### src/rtl/spi_line.sv
// spi_line: draws one line segment on an ILI9341 panel, one SPI bit per clock.
// The segment is walked with integer Bresenham. Each pixel is sent as one
// 13-byte frame: CASET, PASET, then RAMWR followed by the colour.
// Chip select stays low for the whole segment, so frames follow each other
// with no idle bit between them.
module spi_line #(
  parameter int WIDTH  = 240,
  parameter int HEIGHT = 320
) (
  input  logic        i_clk,
  input  logic        w_rst,
  input  logic        i_start,
  input  logic [8:0]  i_x0,
  input  logic [8:0]  i_x1,
  input  logic [8:0]  i_y0,
  input  logic [8:0]  i_y1,
  input  logic [15:0] i_color,
  output logic        o_mosi,
  output logic        o_dc,
  output logic        o_cs,
  output logic        o_busy,
  output logic        o_done
);

  typedef enum logic [1:0] {S_IDLE, S_SEND, S_FIN} state_t;

  localparam logic [8:0] X_LIMIT   = 9'(WIDTH);
  localparam logic [8:0] Y_LIMIT   = 9'(HEIGHT);
  localparam logic [3:0] LAST_BYTE = 4'd12;

  // Byte idx of the per-pixel frame. Coordinates are zero-extended to 16 bits,
  // so each high byte carries only bit 8 of the coordinate.
  function automatic logic [7:0] frame_byte(input logic [3:0]  idx,
                                            input logic [8:0]  x,
                                            input logic [8:0]  y,
                                            input logic [15:0] col);
    logic [7:0] b;
    case (idx)
      4'd0:       b = 8'h2A;
      4'd1, 4'd3: b = {7'd0, x[8]};
      4'd2, 4'd4: b = x[7:0];
      4'd5:       b = 8'h2B;
      4'd6, 4'd8: b = {7'd0, y[8]};
      4'd7, 4'd9: b = y[7:0];
      4'd10:      b = 8'h2C;
      4'd11:      b = col[15:8];
      4'd12:      b = col[7:0];
      default:    b = 8'h00;
    endcase
    return b;
  endfunction

  // Registered state
  state_t             r_state;
  logic [3:0]         r_byte;
  logic [2:0]         r_bit;
  logic [8:0]         r_cur_x, r_cur_y;
  logic [8:0]         r_x1, r_y1;
  logic [15:0]        r_color;
  logic               r_sx_neg, r_sy_neg;
  logic signed [9:0]  r_dx, r_dy;
  logic signed [10:0] r_err;
  logic               r_mosi, r_dc, r_cs, r_busy, r_done;

  // Next-state values
  state_t             w_state_nxt;
  logic [3:0]         w_byte_nxt;
  logic [2:0]         w_bit_nxt;
  logic [8:0]         w_cur_x_nxt, w_cur_y_nxt;
  logic [8:0]         w_x1_nxt, w_y1_nxt;
  logic [15:0]        w_color_nxt;
  logic               w_sx_neg_nxt, w_sy_neg_nxt;
  logic signed [9:0]  w_dx_nxt, w_dy_nxt;
  logic signed [10:0] w_err_nxt;
  logic               w_mosi_nxt, w_dc_nxt, w_cs_nxt, w_busy_nxt, w_done_nxt;
  logic [7:0]         w_frame_byte;

  // Segment set-up terms, computed from the request inputs
  logic               w_x_neg, w_y_neg, w_in_range;
  logic [8:0]         w_adx, w_ady;
  logic signed [9:0]  w_dx0, w_dy0;
  logic signed [10:0] w_err0;

  assign w_x_neg    = (i_x1 < i_x0);
  assign w_y_neg    = (i_y1 < i_y0);
  assign w_adx      = w_x_neg ? (i_x0 - i_x1) : (i_x1 - i_x0);
  assign w_ady      = w_y_neg ? (i_y0 - i_y1) : (i_y1 - i_y0);
  assign w_dx0      = $signed({1'b0, w_adx});
  assign w_dy0      = -$signed({1'b0, w_ady});
  assign w_err0     = {w_dx0[9], w_dx0} + {w_dy0[9], w_dy0};
  assign w_in_range = (i_x0 < X_LIMIT) && (i_x1 < X_LIMIT) &&
                      (i_y0 < Y_LIMIT) && (i_y1 < Y_LIMIT);

  // Bresenham step terms: e2 = 2*err compared against the sign-extended deltas
  logic signed [11:0] w_e2, w_dx_ext, w_dy_ext;
  logic signed [10:0] w_dx_err, w_dy_err;
  logic               w_step_x, w_step_y, w_at_end;

  assign w_e2     = {r_err, 1'b0};
  assign w_dx_ext = {{2{r_dx[9]}}, r_dx};
  assign w_dy_ext = {{2{r_dy[9]}}, r_dy};
  assign w_dx_err = {r_dx[9], r_dx};
  assign w_dy_err = {r_dy[9], r_dy};
  assign w_step_x = (w_e2 >= w_dy_ext);
  assign w_step_y = (w_e2 <= w_dx_ext);
  assign w_at_end = (r_cur_x == r_x1) && (r_cur_y == r_y1);

  // Next-state, bit sequencing, Bresenham walk, and the next registered outputs
  always_comb begin
    // NOTE: every signal driven here gets a default first, so no path through the case can infer a latch.
    w_state_nxt  = r_state;
    w_byte_nxt   = r_byte;
    w_bit_nxt    = r_bit;
    w_cur_x_nxt  = r_cur_x;
    w_cur_y_nxt  = r_cur_y;
    w_x1_nxt     = r_x1;
    w_y1_nxt     = r_y1;
    w_color_nxt  = r_color;
    w_sx_neg_nxt = r_sx_neg;
    w_sy_neg_nxt = r_sy_neg;
    w_dx_nxt     = r_dx;
    w_dy_nxt     = r_dy;
    w_err_nxt    = r_err;
    w_busy_nxt   = r_busy;
    w_done_nxt   = 1'b0;
    w_cs_nxt     = 1'b1;
    w_mosi_nxt   = 1'b0;
    w_dc_nxt     = 1'b0;
    w_frame_byte = 8'h00;

    case (r_state)
      S_IDLE: begin
        if (i_start) begin
          w_x1_nxt    = i_x1;
          w_y1_nxt    = i_y1;
          w_color_nxt = i_color;
          if (!w_in_range) begin
            // Rejected request: report completion without touching the bus.
            w_state_nxt = S_FIN;
            w_done_nxt  = 1'b1;
            w_busy_nxt  = 1'b1;
          end else begin
            w_sx_neg_nxt = w_x_neg;
            w_sy_neg_nxt = w_y_neg;
            w_dx_nxt     = w_dx0;
            w_dy_nxt     = w_dy0;
            w_err_nxt    = w_err0;
            w_cur_x_nxt  = i_x0;
            w_cur_y_nxt  = i_y0;
            w_byte_nxt   = 4'd0;
            w_bit_nxt    = 3'd7;
            w_busy_nxt   = 1'b1;
            w_state_nxt  = S_SEND;
          end
        end
      end

      S_SEND: begin
        if (r_bit != 3'd0) begin
          w_bit_nxt = r_bit - 3'd1;
        end else if (r_byte != LAST_BYTE) begin
          w_byte_nxt = r_byte + 4'd1;
          w_bit_nxt  = 3'd7;
        end else if (w_at_end) begin
          w_state_nxt = S_FIN;
          w_done_nxt  = 1'b1;
          w_busy_nxt  = 1'b0;
        end else begin
          // Both axis updates use the same e2 and may apply together.
          if (w_step_x) begin
            w_err_nxt   = w_err_nxt + w_dy_err;
            w_cur_x_nxt = r_sx_neg ? (r_cur_x - 9'd1) : (r_cur_x + 9'd1);
          end
          if (w_step_y) begin
            w_err_nxt   = w_err_nxt + w_dx_err;
            w_cur_y_nxt = r_sy_neg ? (r_cur_y - 9'd1) : (r_cur_y + 9'd1);
          end
          w_byte_nxt = 4'd0;
          w_bit_nxt  = 3'd7;
        end
      end

      S_FIN: begin
        w_state_nxt = S_IDLE;
        w_busy_nxt  = 1'b0;
      end

      default: begin
        w_state_nxt = S_IDLE;
        w_busy_nxt  = 1'b0;
      end
    endcase

    // The bus bit for the next cycle comes from the frame position being entered.
    if (w_state_nxt == S_SEND) begin
      w_cs_nxt     = 1'b0;
      w_frame_byte = frame_byte(w_byte_nxt, w_cur_x_nxt, w_cur_y_nxt, w_color_nxt);
      w_mosi_nxt   = w_frame_byte[w_bit_nxt];
      w_dc_nxt     = !((w_byte_nxt == 4'd0) || (w_byte_nxt == 4'd5) ||
                       (w_byte_nxt == 4'd10));
    end
  end

  // State and registered outputs; reset drops the transfer at once and releases cs
  always_ff @(posedge i_clk or posedge w_rst) begin
    if (w_rst) begin
      r_state  <= S_IDLE;
      r_byte   <= 4'd0;
      r_bit    <= 3'd7;
      r_cur_x  <= 9'd0;
      r_cur_y  <= 9'd0;
      r_x1     <= 9'd0;
      r_y1     <= 9'd0;
      r_color  <= 16'd0;
      r_sx_neg <= 1'b0;
      r_sy_neg <= 1'b0;
      r_dx     <= 10'sd0;
      r_dy     <= 10'sd0;
      r_err    <= 11'sd0;
      r_mosi   <= 1'b0;
      r_dc     <= 1'b0;
      r_cs     <= 1'b1;
      r_busy   <= 1'b0;
      r_done   <= 1'b0;
    end else begin
      // NOTE: state is updated with non-blocking assignments so every register sees the pre-edge values.
      r_state  <= w_state_nxt;
      r_byte   <= w_byte_nxt;
      r_bit    <= w_bit_nxt;
      r_cur_x  <= w_cur_x_nxt;
      r_cur_y  <= w_cur_y_nxt;
      r_x1     <= w_x1_nxt;
      r_y1     <= w_y1_nxt;
      r_color  <= w_color_nxt;
      r_sx_neg <= w_sx_neg_nxt;
      r_sy_neg <= w_sy_neg_nxt;
      r_dx     <= w_dx_nxt;
      r_dy     <= w_dy_nxt;
      r_err    <= w_err_nxt;
      r_mosi   <= w_mosi_nxt;
      r_dc     <= w_dc_nxt;
      r_cs     <= w_cs_nxt;
      r_busy   <= w_busy_nxt;
      r_done   <= w_done_nxt;
    end
  end

  assign o_mosi = r_mosi;
  assign o_dc   = r_dc;
  assign o_cs   = r_cs;
  assign o_busy = r_busy;
  assign o_done = r_done;

endmodule
### config.mk
export PLATFORM = sky130hd
export DESIGN_NAME = spi_line
export DESIGN_NICKNAME = d
export VERILOG_FILES = /design/src/rtl/spi_line.sv
export SDC_FILE = /design/constraint.sdc
export NUM_CORES = 1
export LEC_CHECK = 0
export ABC_AREA = 0
export CORE_ASPECT_RATIO = 1.25
export CORE_MARGIN = 1.5
export CORE_UTILIZATION = 35
export CTS_CLUSTER_DIAMETER = 40
export DETAILED_ROUTE_END_ITERATION = 12
export PLACE_DENSITY = 0.53
export SLEW_MARGIN = 20
export SYNTH_ARGS = -nofsm -noshare
export SYNTH_HDL_FRONTEND = slang
export SYNTH_SLANG_ARGS = --single-unit
export TNS_END_PERCENT = 30
### constraint.sdc
create_clock -name i_clk -period 12.9 [get_ports i_clk]
set_input_delay 3.225 -clock i_clk [delete_from_list [all_inputs] [get_ports i_clk]]
set_output_delay 3.225 -clock i_clk [all_outputs]
set_load 0.005 [all_outputs]
==> metrics.md <==
| Metric | Value |
|---|---|
| Fraction of the yosys area taken by sequential cells | 27.2% |
| Number of antenna violations at the first check in global routing | 0 |
| RSZ-0062 raised after global routing | no |
| R2r setup slk | 7.95 ns |
| Total via count after detailed routing | 7947 |
| Reg-to-reg startpoint | r_err[2] |
| Post-synth top area share | 26.1% |
| Initial Util | 35.7% |
| Maximum number of pins on one net before global-route repair | 69 |
| WL per Instance | 18.7 µm |
| Number of enable-type register cells in the synthesized netlist | 0 |
| Number of global-route vias before repair | 7979 |
| GRT Resource Usage Total | 20.9% |
| Count of hold buffers inserted by post-cts repair | 0 |
| Peak fanout along the critical path | 14 |
| Worst clock skew | 0.0159 ns |
| Maximum frequency from static timing analysis | 120 MHz |
| Clock buffers created by TritonCTS | 9 |
| Run status | finished clean |
| Number of unique standard cell types used by synthesis | 82 |
| Total power | 0.00224 W |
| Endpoint, Worst Hold | r_color[13] |
| HPWL reported at the end of detailed placement | 21.9 mm |
| Tmin final | 8.31 ns |
| Post-Syn Nets | 1228 |
| Number of instances on the worst hold path | 2 |
| CP Data Required Time | 13.18 ns |
| Number of iterations in the first detailed-routing pass | 5 |
| Final design instance area without fill | 10300 µm² |
| Fraction of layout cells with a size suffix above 1 | 6.98% |
| Total of warnings raised by yosys | 0 |
| Clock root cell | sky130_fd_sc_hd__clkbuf_16 |
| Ys async rst share | 100% |
| Synthesized netlist cell count | 1064 |
| Clock Latency Late Sink | 0.37 ns |
| Category of the worst setup path capture point | flop |
| Signed area change from the synthesized netlist to the final layout | 14.2% |
| Post-layout net count | 1277 |
| Setup Fix Bufs, Post-CTS | 0 |
| Deepest level of the CTS H-tree | 3 |
| Sink Count | 98 |
| Critical path launch point type | input pin |
| Worst ir drop on vdd | 0.133 mV |
| Cell area after placement | 10000 µm² |
| Max_cap viols | 0 |
| Mean instance size in the synthesized netlist | 8.48 µm² |
| Final routed DRC violation total | 0 |
| Worst Max-Slew Pin Slew | 1.05 ns |
| CP Data Arrival Time | 8.59 ns |
| Count of final max-slew check failures | 0 |
| Worst hold path startpoint | r_color[13] |
| Post-layout instance count excluding filler cells | 1453 |
| Overall routed net length | 27.2 mm |
| DP Cell Count | 1437 |
| Slew margin rel. | 28.3% |
| Final Cycle Share | 64.4% |
| Global route overflow | 0 |
| Total Die Area | 26700 µm² |
| Number of cell instances on the worst register-to-register path | 19 |
| Primary flip-flop cell chosen by synthesis mapping | sky130_fd_sc_hd__dfrtp_1 |
| Die height | 182 µm |
| Post-route antenna net violation count | 0 |
| Ranking of synthesized cells by instance count | sky130_fd_sc_hd__ha_1 (100), sky130_fd_sc_hd__inv_1 (100), sky130_fd_sc_hd__nand2_1 (100) |
| Clk pin slew, worst setup/hold paths | 0.08 ns |
| DIE WIDTH | 147 µm |
| Power density over cell area | 217 nW/µm² |
| Routed via count divided by cell count | 5.47 |
| Capturing point of the worst reg2reg path | r_err[10] |
| First-pass GRT wire length | 43.4 mm |
| Standard-cell rows | 65 |
| Post-CTS resize count | 0 |
| CTS tree | yes |
| Detailed Route Iter0 Violations | 474 |
| Leak | 4.77 nW |
| DP Worst Slack | 4.26 ns |
| Crit Path Category | input pin to flop |
| Total core area | 25300 µm² |
| Count of state elements after synthesis | 98 |
| Final hold violation count | 0 |
| Total inserted antenna cells | 0 |
| Number of port buffers | 59 |
| Routability congestion estimate from global placement | 0.865 |
| Number of endpoints failing setup at the final stage | 0 |
| Synth area leader | sky130_fd_sc_hd__dfrtp_1 |
| Dominant cells by area after synthesis | sky130_fd_sc_hd__dfrtp_1 (26%), sky130_fd_sc_hd__ha_1 (14%), sky130_fd_sc_hd__o21ai_0 (4.8%), sky130_fd_sc_hd__inv_1 (4.2%), sky130_fd_sc_hd__nand2_1 (4.2%) |
| Combined area of all synthesized cells | 9020 µm² |
| Maximum root-to-sink buffer count | 2 |
| Min setup slack post-route | 4.59 ns |
| Boundary pin count | 60 |
| HP Class | flop to flop |
| Setup tns final | 0 ns |
## metal layers
metal / global-route usage (%) / share of wire, % / vias up
met4: 11.0 / 5.0 / 0
met3: 1.98 / 2.3 / 54
li1: - / - / 3938
met2: 37.1 / 50 / 165
met5: 0 / 0 / -
met1: 24.8 / 43 / 3790
## stage by stage
| stage | util, % | hold WS (ns) |
|---|---|---|
| final | 40.7 | 0.482 |
| after global routing | 40.7 | 0.517 |
| after CTS | 40.7 | 0.489 |
| after detailed placement | 39.5 | 0.472 |
| after global placement | 39.5 | 0.478 |
| after floorplan | - | 0.446 |
## cells in the final DEF, fill, tap and decap left out, types with 8 or more instances in the layout
cell,Yosys,layout
sky130_fd_sc_hd__a211oi_1,11,11
sky130_fd_sc_hd__a21o_1,27,27
sky130_fd_sc_hd__a21oi_1,64,63
sky130_fd_sc_hd__a22oi_1,9,9
sky130_fd_sc_hd__a31oi_1,10,10
sky130_fd_sc_hd__and3_1,13,13
sky130_fd_sc_hd__buf_4,0,10
sky130_fd_sc_hd__clkbuf_16,0,9
sky130_fd_sc_hd__clkdlybuf4s50_1,0,59
sky130_fd_sc_hd__dfrtp_1,94,94
sky130_fd_sc_hd__fa_1,9,9
sky130_fd_sc_hd__ha_1,100,100
sky130_fd_sc_hd__inv_1,100,99
sky130_fd_sc_hd__mux2_2,25,25
sky130_fd_sc_hd__mux2i_1,14,14
sky130_fd_sc_hd__nand2_1,100,100
sky130_fd_sc_hd__nand2b_1,14,14
sky130_fd_sc_hd__nand3_1,16,16
sky130_fd_sc_hd__nor2_1,68,67
sky130_fd_sc_hd__nor2b_1,13,13
sky130_fd_sc_hd__nor3_1,18,17
sky130_fd_sc_hd__o211ai_1,19,19
sky130_fd_sc_hd__o21a_1,8,8
sky130_fd_sc_hd__o21ai_0,87,87
sky130_fd_sc_hd__o21bai_1,11,11
sky130_fd_sc_hd__o31ai_1,8,8
sky130_fd_sc_hd__xnor2_1,34,34
sky130_fd_sc_hd__xor2_1,32,32
## registers in the layout, indices dropped and copies added, names as in the netlist
| signal | flops |
|---|---|
| r_err | 11 |
| r_state | 2 |
| o_dc | 1 |
| r_cur_y | 9 |
| r_byte | 4 |
| o_mosi | 1 |
| r_x1 | 9 |
| r_color | 16 |
| r_cur_x | 9 |
| r_y1 | 9 |
| o_done | 1 |
| r_sx_neg | 1 |
| r_dx | 9 |
| r_sy_neg | 1 |
| r_bit | 3 |
| o_busy | 1 |
| o_cs | 1 |
| r_dy | 10 |
## power by group
part / total [W] / leakage, nW / switching, W / internal, W
Combinational: 0.00145 / 3.43 / 0.000821 / 0.000626
Sequential: 0.000516 / 1.19 / 0.000110 / 0.000405
Clock: 0.000272 / 0.146 / 0.000133 / 0.000139
Total: 0.00224 / 4.77 / 0.00106 / 0.00117
## layout make-up
class | instances | area, µm²
multi-input combinational | 833 | 6080
inverter | 102 | 385
clock inverter | 6 | 47.5
fill | 2559 | 15000
sequential | 98 | 2460
clock buffer | 10 | 239
tap | 335 | 419
timing repair buffer | 69 | 666
## worst max-delay path: stages
cell                              delay, ns
sky130_fd_sc_hd__clkdlybuf4s50_1       0.56
sky130_fd_sc_hd__inv_1                 0.13
sky130_fd_sc_hd__ha_1                  0.30
sky130_fd_sc_hd__nor2b_1               0.12
sky130_fd_sc_hd__o21ai_0               0.11
sky130_fd_sc_hd__a21oi_1               0.15
sky130_fd_sc_hd__o21ai_0               0.13
sky130_fd_sc_hd__a2111oi_0             0.93
sky130_fd_sc_hd__nor2_1                0.51
sky130_fd_sc_hd__mux2i_1               0.30
sky130_fd_sc_hd__xor2_1                0.21
sky130_fd_sc_hd__ha_1                  0.29
sky130_fd_sc_hd__a21o_1                0.20
sky130_fd_sc_hd__a21oi_1               0.22
sky130_fd_sc_hd__o21bai_1              0.10
sky130_fd_sc_hd__a21oi_1               0.23
sky130_fd_sc_hd__o21bai_1              0.10
sky130_fd_sc_hd__a21oi_1               0.22
sky130_fd_sc_hd__nor2b_1               0.08
sky130_fd_sc_hd__nor3_1                0.16
sky130_fd_sc_hd__o311ai_0              0.16
sky130_fd_sc_hd__o211ai_1              0.15
## worst max-delay path by stage
stage          startpoint         to  cells after the start  slack (ns)
6_report          i_x0[1]  r_err[10]                     22        4.59
2_1_floorplan     i_x0[1]   r_err[8]                     22        5.72
3_5_place_dp      i_x0[1]  r_err[10]                     21        4.26
5_1_grt           i_x0[1]  r_err[10]                     21        4.06
4_1_cts           i_x0[1]  r_err[10]                     21        4.64
3_3_place_gp      i_x0[1]  r_err[10]                     21        4.44
## kinds of logic (layout without fill, tap and decap cells)
family | count (synthesis) | in the layout | synth area share (%)
fa+ha+maj | 109 | 109 | 15.9
compound gates | 328 | 328 | 24.5
xor+xnor | 66 | 66 | 6.41
mux | 40 | 40 | 4.84
buf+inv | 133 | 187 | 5.55
simple gates | 290 | 290 | 15.6
flops | 98 | 98 | 27.2
No activity file was read; power rests on OpenSTA's default activity.
